**config.mk**
```make
export PLATFORM = sky130hd
export DESIGN_NAME = interrupt_controller
export DESIGN_NICKNAME = d
export VERILOG_FILES = /design/src/rtl/irq_pkg.sv /design/src/rtl/irq_pending.sv /design/src/rtl/interrupt_controller.sv
export SDC_FILE = /design/constraint.sdc
export NUM_CORES = 1
export LEC_CHECK = 0
export BUFFER_PORTS_ARGS = -buffer_cell sky130_fd_sc_hd__buf_2
export CAP_MARGIN = 20
export CORE_MARGIN = 8
export CORE_UTILIZATION = 40
export DETAILED_ROUTE_END_ITERATION = 16
export PLACE_DENSITY = 0.78
export SYNTH_ARGS = -nofsm -noshare
export SYNTH_HDL_FRONTEND = slang
export SYNTH_HIERARCHICAL = 1
export SYNTH_SLANG_ARGS = --single-unit
```
**constraint.sdc**
```tcl
create_clock -name CLK -period 2.9 [get_ports CLK]
set_input_delay 0.58 -clock CLK [delete_from_list [all_inputs] [get_ports CLK]]
set_output_delay 0.58 -clock CLK [all_outputs]
set_load 0.01 [all_outputs]
```
**src/rtl/irq_pkg.sv**
```systemverilog
// Shared types and constants for the trap/interrupt sequencer.
// State encoding, cause codes, default vectors and the vector helper.
// Imported by irq_pending and interrupt_controller.
package irq_pkg;

  // Two-state sequencer: no nesting of handlers.
  typedef enum logic {
    ST_USER    = 1'b0,
    ST_HANDLER = 1'b1
  } state_t;

  // Cause code for ecall; irq i reports i+1.
  localparam int unsigned CAUSE_ECALL = 0;

  // Default vector locations.
  localparam logic [31:0] DEF_VEC_BASE  = 32'h0000_0100;
  localparam logic [31:0] DEF_ECALL_VEC = 32'h0000_0200;

  // Handler address for irq idx: base + 4*idx, 32-bit modulo.
  function automatic logic [31:0] irq_vector(input logic [31:0] base,
                                             input logic [31:0] idx);
    return base + (idx << 2);
  endfunction

endpackage

```
**src/rtl/irq_pending.sv**
```systemverilog
// Rising-edge detect, sticky pending bits and lowest-index priority pick.
// Latency: an edge sampled at clock k is visible as pending after edge k.
// Backpressure: none; edges are latched every cycle, ack clears the taken bit.
module irq_pending
  import irq_pkg::*;
#(
  parameter int NUM_IRQ = 3,
  parameter int IDX_W   = (NUM_IRQ > 1) ? $clog2(NUM_IRQ) : 1
) (
  input  logic               CLK,
  input  logic               RST,
  input  logic [NUM_IRQ-1:0] irq_in,
  input  logic [NUM_IRQ-1:0] ack,
  output logic               any_pending,
  output logic [IDX_W-1:0]   sel_idx
);

  logic [NUM_IRQ-1:0] r_irq_prev;
  logic [NUM_IRQ-1:0] r_pending;
  logic [NUM_IRQ-1:0] w_edge;

  assign w_edge = irq_in & ~r_irq_prev;

  // Track previous levels and accumulate edges; a new edge beats its own ack.
  always_ff @(posedge CLK) begin
    if (RST) begin
      r_irq_prev <= '0;
      r_pending  <= '0;
    end else begin
      r_irq_prev <= irq_in;
      r_pending  <= (r_pending & ~ack) | w_edge;
    end
  end

  assign any_pending = |r_pending;

  // Priority encoder: scan high to low so the lowest set index wins.
  always_comb begin
    sel_idx = '0;
    for (int i = NUM_IRQ - 1; i >= 0; i--) begin
      if (r_pending[i]) begin
        sel_idx = IDX_W'(i);
      end
    end
  end

endmodule

```
**src/rtl/interrupt_controller.sv**
```systemverilog
// Trap/interrupt sequencer: redirects the PC into handlers and back on uret.
// Latency: redirect and ack are combinational in the retiring cycle.
// Backpressure: nothing advances while retire is low; edges are still latched.
module interrupt_controller
  import irq_pkg::*;
#(
  parameter int          NUM_IRQ   = 3,
  parameter logic [31:0] VEC_BASE  = DEF_VEC_BASE,
  parameter logic [31:0] ECALL_VEC = DEF_ECALL_VEC
) (
  input  logic                         CLK,
  input  logic                         RST,
  input  logic [NUM_IRQ-1:0]           irq_in,
  input  logic                         retire,
  input  logic                         ecall,
  input  logic                         uret,
  input  logic [31:0]                  pc_cur,
  input  logic [31:0]                  pc_next,
  output logic                         pc_sel,
  output logic [31:0]                  pc_target,
  output logic [31:0]                  epc,
  output logic [$clog2(NUM_IRQ+1)-1:0] cause,
  output logic                         in_handler,
  output logic [NUM_IRQ-1:0]           irq_ack
);

  localparam int IDX_W   = (NUM_IRQ > 1) ? $clog2(NUM_IRQ) : 1;
  localparam int CAUSE_W = $clog2(NUM_IRQ + 1);

  state_t               r_state;
  logic [31:0]          r_epc;
  logic [CAUSE_W-1:0]   r_cause;

  logic                 w_any_pending;
  logic [IDX_W-1:0]     w_sel_idx;
  logic                 w_pc_sel;
  logic [31:0]          w_pc_target;
  logic [NUM_IRQ-1:0]   w_ack;

  irq_pending #(
    .NUM_IRQ (NUM_IRQ),
    .IDX_W   (IDX_W)
  ) u_pending (
    .CLK         (CLK),
    .RST         (RST),
    .irq_in      (irq_in),
    .ack         (w_ack),
    .any_pending (w_any_pending),
    .sel_idx     (w_sel_idx)
  );

  // Redirect mux and ack: ecall beats irqs in USER, uret returns from HANDLER.
  always_comb begin
    w_pc_sel    = 1'b0;
    w_pc_target = pc_next;
    w_ack       = '0;
    if (!RST && retire) begin
      if (r_state == ST_USER) begin
        if (ecall) begin
          w_pc_sel    = 1'b1;
          w_pc_target = ECALL_VEC;
        end else if (w_any_pending) begin
          w_pc_sel    = 1'b1;
          w_pc_target = irq_vector(VEC_BASE, 32'(w_sel_idx));
          w_ack       = NUM_IRQ'(1) << w_sel_idx;
        end
      end else if (uret) begin
        w_pc_sel    = 1'b1;
        w_pc_target = r_epc;
      end
    end
  end

  // Sequencer state plus saved return address and cause, advanced on retire.
  always_ff @(posedge CLK) begin
    if (RST) begin
      r_state <= ST_USER;
      r_epc   <= '0;
      r_cause <= '0;
    end else if (retire) begin
      if (r_state == ST_USER) begin
        if (ecall) begin
          r_epc   <= pc_cur + 32'd4;
          r_cause <= CAUSE_W'(CAUSE_ECALL);
          r_state <= ST_HANDLER;
        end else if (w_any_pending) begin
          // Current instruction completes, so resume at its successor.
          r_epc   <= pc_next;
          r_cause <= CAUSE_W'(w_sel_idx) + CAUSE_W'(1);
          r_state <= ST_HANDLER;
        end
      end else if (uret) begin
        r_state <= ST_USER;
      end
    end
  end

  assign pc_sel     = w_pc_sel;
  assign pc_target  = w_pc_target;
  assign irq_ack    = w_ack;
  assign epc        = r_epc;
  assign cause      = r_cause;
  assign in_handler = (r_state == ST_HANDLER);

endmodule

```
After elaboration in Yosys (flattened, before gate mapping)
Cells that the tools add are included.
- muxes and demuxes: 23
- shift operators: 1
- reductions and logical operators: 5
- bitwise operators: 6
- $add $sub $neg: 3
- operators by type and width (kind ; count):
    $mux 32 ; 7
    $add 32x3->32 const B ; 1
    $mux 3 ; 4
    $add 9x4->10 const A ; 1
    $mux 2 ; 5
    $mux 1 ; 7
    $and 3x3->3 ; 2
    $not 3->3 ; 2
    $or 3x3->3 ; 1
    $reduce_and 3->1 ; 1
    $reduce_or 3->1 ; 1
    $shl 1x2->3 const A ; 1
    $add 2x1->2 const B ; 1
    $reduce_bool 2->1 ; 1
    $logic_and 1x1->1 ; 1
    $logic_not 1->1 ; 1
    $not 1->1 ; 1
- output and inout port bits: 71
- input port bits: 72
- word-level logic and storage cells: 43
- flip-flop bits (word level): 41

Longest topological paths before layout
- depth after elaboration: 11
- depth in mapped cells: 8
- mapped depth without buffers: 6

By module
Netlist, hierarchy kept.
- by module, submodules not included (module ; cells an instance ; sequential area each (µm²) ; times used ; area each (µm²)):
    interrupt_controller ; 321 ; 700.7 ; 1 ; 2611.3
    irq_pending ; 21 ; 120.1 ; 1 ; 211.5

Worst setup path before layout
Ideal clock, no wire load.
- path type: register to output
- start: register u_pending.r_pending[1]
- end: output port pc_target[0]
- arrival time: 1.575 ns
- setup slack: 0.745 ns
- buffers on the path: 1
- stages on the path, launching flop included: 7
- data required time: 2.320 ns
- path through: dfxtp_1 or3_1 nor2_1 o21ai_0 nand2_1 clkbuf_1 a22o_1
- cells in the longest elaborated chain, start to end: 5
- ends and longest elaborated chain (element ; line ; text):
    start, declared ; irq_pending.sv:19 ; logic [NUM_IRQ-1:0] r_pending;
    start signal, assigned ; irq_pending.sv:31 ; r_pending <= (r_pending & ~ack) | w_edge;
    $reduce_or 3->1 ; irq_pending.sv:35 ; assign any_pending = |r_pending;
    net w_any_pending ; interrupt_controller.sv:34 ; logic w_any_pending;
    $mux 32 ; interrupt_controller.sv:62 ; end else if (w_any_pending) begin
    $mux 32 ; interrupt_controller.sv:59 ; if (ecall) begin
    $mux 32 ; interrupt_controller.sv:58 ; if (r_state == ST_USER) begin
    $mux 32 ; interrupt_controller.sv:57 ; if (!RST && retire) begin
    end, declared ; interrupt_controller.sv:20 ; output logic [31:0] pc_target,
The timed path passes the listed nets, and every way through them passes these cells.

Final worst setup path
- start: register u_pending.r_pending[1]
- end: output port pc_target[11]
The elaborated chain is that of the path after synthesis.

==> run_results.csv <==
group,metric,value,unit
logic_synthesis,synth_edf_count,0,
setup_path,r2r_slack,0.71,ns
global_route,antenna_found_initial,0,
floorplanning,core,0.00683,mm^2
sta,finalCritPeriodShare,90.5,%
min_path,min_path_type,"register to register",
sta,fin_tns_setup,0,ns
floorplanning,die_h,100,um
logic_synthesis,yosys-top-cells-count,"dfxtp_1, a22o_1, nand2_1, a21oi_1, xor2_1",
clocking,postCtsSetupRepairBufs,0,
floorplanning,start_util,41.3,%
drt,wl_per_cell,16.7,um
logic_synthesis,synth.distinct_cells,44,
global_route,grt_pass1_vias,3153,
flow_run,max-cap-violations,0,
setup_path,path_cells,"or3_1 -> nor2_1 -> o21ai_0 -> nand2_1 -> buf_4 -> a22o_1 -> buf_2",
logic_synthesis,synthesis.nets,418,
power_and_ir_drop,leakagePower,1.65,nW
global_route,grt_usage,18.5,%
layout,nets,553,
setup_path,cp.arrival,2.04,ns
setup_path,worst_ep_required_time,2.32,ns
sta,worst_slew_pin_slew,0.668,ns
sta,skew,0.00544,ns
sta,rsz0062_at_grt,"no",
layout,layout-drive-gt1-share,37.4,%
clocking,clk_latency,0.29,ns
clocking,post_cts_resized,0,
clocking,cts.clk_slew.worst_paths,0.08,ns
global_route,overflow,0,
logic_synthesis,ys_ff_latch,41,
floorplanning,die-area,0.0100,mm^2
drt,ant_nets,0,
logic_synthesis,synthTopCellsByArea,"dfxtp_1, a22o_1, xor2_1, a21oi_1, nor3b_2",
power_and_ir_drop,vdd_drop_max,0.165,mV
layout,diodes,0,
logic_synthesis,synth_ff_type,"dfxtp_1",
logic_synthesis,synth_top_area_share,29.1,%
setup_path,worst_path_max_delay_cell,"or3_1",
min_path,whs_endpoint,"cause[1]",
drt,num_vias,3136,
sta,max_clock_freq,381,MHz
floorplanning,io_pins,143,
clocking,cts_sinks,41,
setup_path,startpoint,"u_pending/r_pending[1]",
drt,first_iter_violations,96,
sta,slew_headroom,55.2,%
drt,drc,0,
sta,setup_viol,0,
place,portBuffers,142,
logic_synthesis,synthArstFlopShare,0,%
setup_path,crit_path_end_kind,"primary output",
sta,final_max_slew_viol_count,0,
setup_path,worstReg2RegEnd,"epc[13]",
clocking,cts_hold_buffers,0,
layout,area_growth,31.2,%
global_route,grt_pass1_wl,15300,um
power_and_ir_drop,powerDensity,411,mW/mm^2
place,place_congestion,0.826,
setup_path,reg2reg_depth,6,
sta,final_hold_viol_count,0,
clocking,clock_path_buffers,2,
floorplanning,rows,30,
clocking,numCtsBuffers,5,
setup_path,cp_max_fo,18,
sta,fin_crit,2.62,ns
setup_path,reg2reg_from,"u_pending/r_pending[1]",
logic_synthesis,syn_inst,342,
clocking,cts_tree,"built",
logic_synthesis,synthMostInstantiatedCell,"dfxtp_1",
clocking,h-tree-depth,2,
clocking,cts_root_buf,"clkbuf_8",
logic_synthesis,yosys_warnings,6,
setup_path,max_stage_delay,0.43,ns
min_path,min_path_cells,2,
drt,totalWireLength,9590,um
sta,timing.hold.ws,0.461,ns
logic_synthesis,netlist_area,0.00282,mm^2
logic_synthesis,yosys.area.top_type,"dfxtp_1",
logic_synthesis,syn_avg_cell_area,8.25,um^2
drt,avgViaCountPerCell,5.46,
setup_path,start_kind,"register",
global_route,grt_start_max_net_pins,37,
floorplanning,die_width,100,um
setup_path,crit_type,"register to primary output",
min_path,worstHoldStart,"cause[1]",
outcome,status,"finished clean",
place,hpwlAfterDp,7380,um
drt,dr.pass1.iters,4,
logic_synthesis,yosysSeqAreaShare,29.1,%
sequential cells by signal, summed over array words and instances, names as in the netlist:
name	flops
in_handler	1
cause	2
u_pending/r_pending	3
epc	32
u_pending/r_irq_prev	3
critical path, delay by kind of cell, from the launching register on:
family                 cells  cell delay (ns)
and+or+nand+nor            3             0.74
buffers and inverters      2             0.37
DFF                        1             0.34
AOI/OAI and AO/OA          2             0.31
area by class of cell:
cell class | instances | area (um^2)
Tap cell | 96 | 120
Timing Repair Buffer | 153 | 793
Sequential cell | 41 | 821
Fill cell | 692 | 3130
Clock inverter | 1 | 5.00
Multi-Input combinational cell | 268 | 1840
Inverter | 8 | 30.0
Clock buffer | 7 | 96.3
worst max-delay path by stage:
| stage | to | depth (start not counted) |
|---|---|---|
| 3_3_place_gp | pc_target[2] | 8 |
| 6_report | pc_target[11] | 7 |
| 4_1_cts | pc_target[11] | 7 |
| 5_1_grt | pc_target[3] | 8 |
| 2_1_floorplan | pc_target[0] | 6 |
| 3_5_place_dp | pc_target[2] | 8 |
per-layer routing:
layer,global-route usage (%),vias to the layer above,wire length [um]
met3,5.61,14,737
li1,-,1533,-
met2,30.5,110,4550
met1,22.1,1479,4140
met4,6.28,0,163
met5,0,-,0
cells by family after synthesis:
family                   share of synthesized area (%)
XOR/XNOR                                          8.38
adder cells (fa/ha/maj)                           1.77
multiplexers                                      1.42
buffers and inverters                             5.85
AO/OA/AOI/OAI                                     25.6
flip-flops                                        29.1
AND/OR/NAND/NOR                                   27.9
power by group:
part	total [W]	switching (W)	internal [W]
registers	0.000645	0.0000362	0.000609
clock network	0.000420	0.000204	0.000216
logic	0.000456	0.000253	0.000203
layout by cell type, fill, tap and decap left out, types with 2 or more instances in the layout:
master,count
a222oi_1,2
o22ai_1,13
a311oi_1,6
clkbuf_8,7
o21ai_0,10
nand3_1,12
or3_1,8
dfxtp_1,41
buf_4,11
nand2b_1,9
nor3b_1,5
nand2_1,27
a211oi_1,6
a22o_1,28
nor3b_2,9
nand4_1,9
a21boi_0,2
nor2_2,3
nor2b_1,5
and2_1,6
inv_1,8
nand3b_1,2
ha_1,4
a21oi_1,26
nor2_1,18
mux2i_1,4
and4_1,7
and3_1,5
buf_2,142
xor2_1,20
xnor2_1,7
a211o_1,4
per-stage QoR:
| stage | cells | total power (W) | setup slack (ns) | utilization [%] | instance area (um^2) |
|---|---|---|---|---|---|
| final | 574 | 0.00152 | 0.276 | 54.2 | 3700 |
| after CTS | 574 | 0.00153 | 0.270 | 54.2 | 3700 |
| after global placement | 566 | 0.00110 | 0.464 | 52.7 | 3600 |
| after detailed placement | 566 | 0.00111 | 0.431 | 52.7 | 3600 |
| after floorplan | 342 | 0.000917 | 0.745 | - | 2820 |
| after global routing | 574 | 0.00161 | 0.133 | 54.2 | 3700 |
No activity file was read; power rests on OpenSTA's default activity.
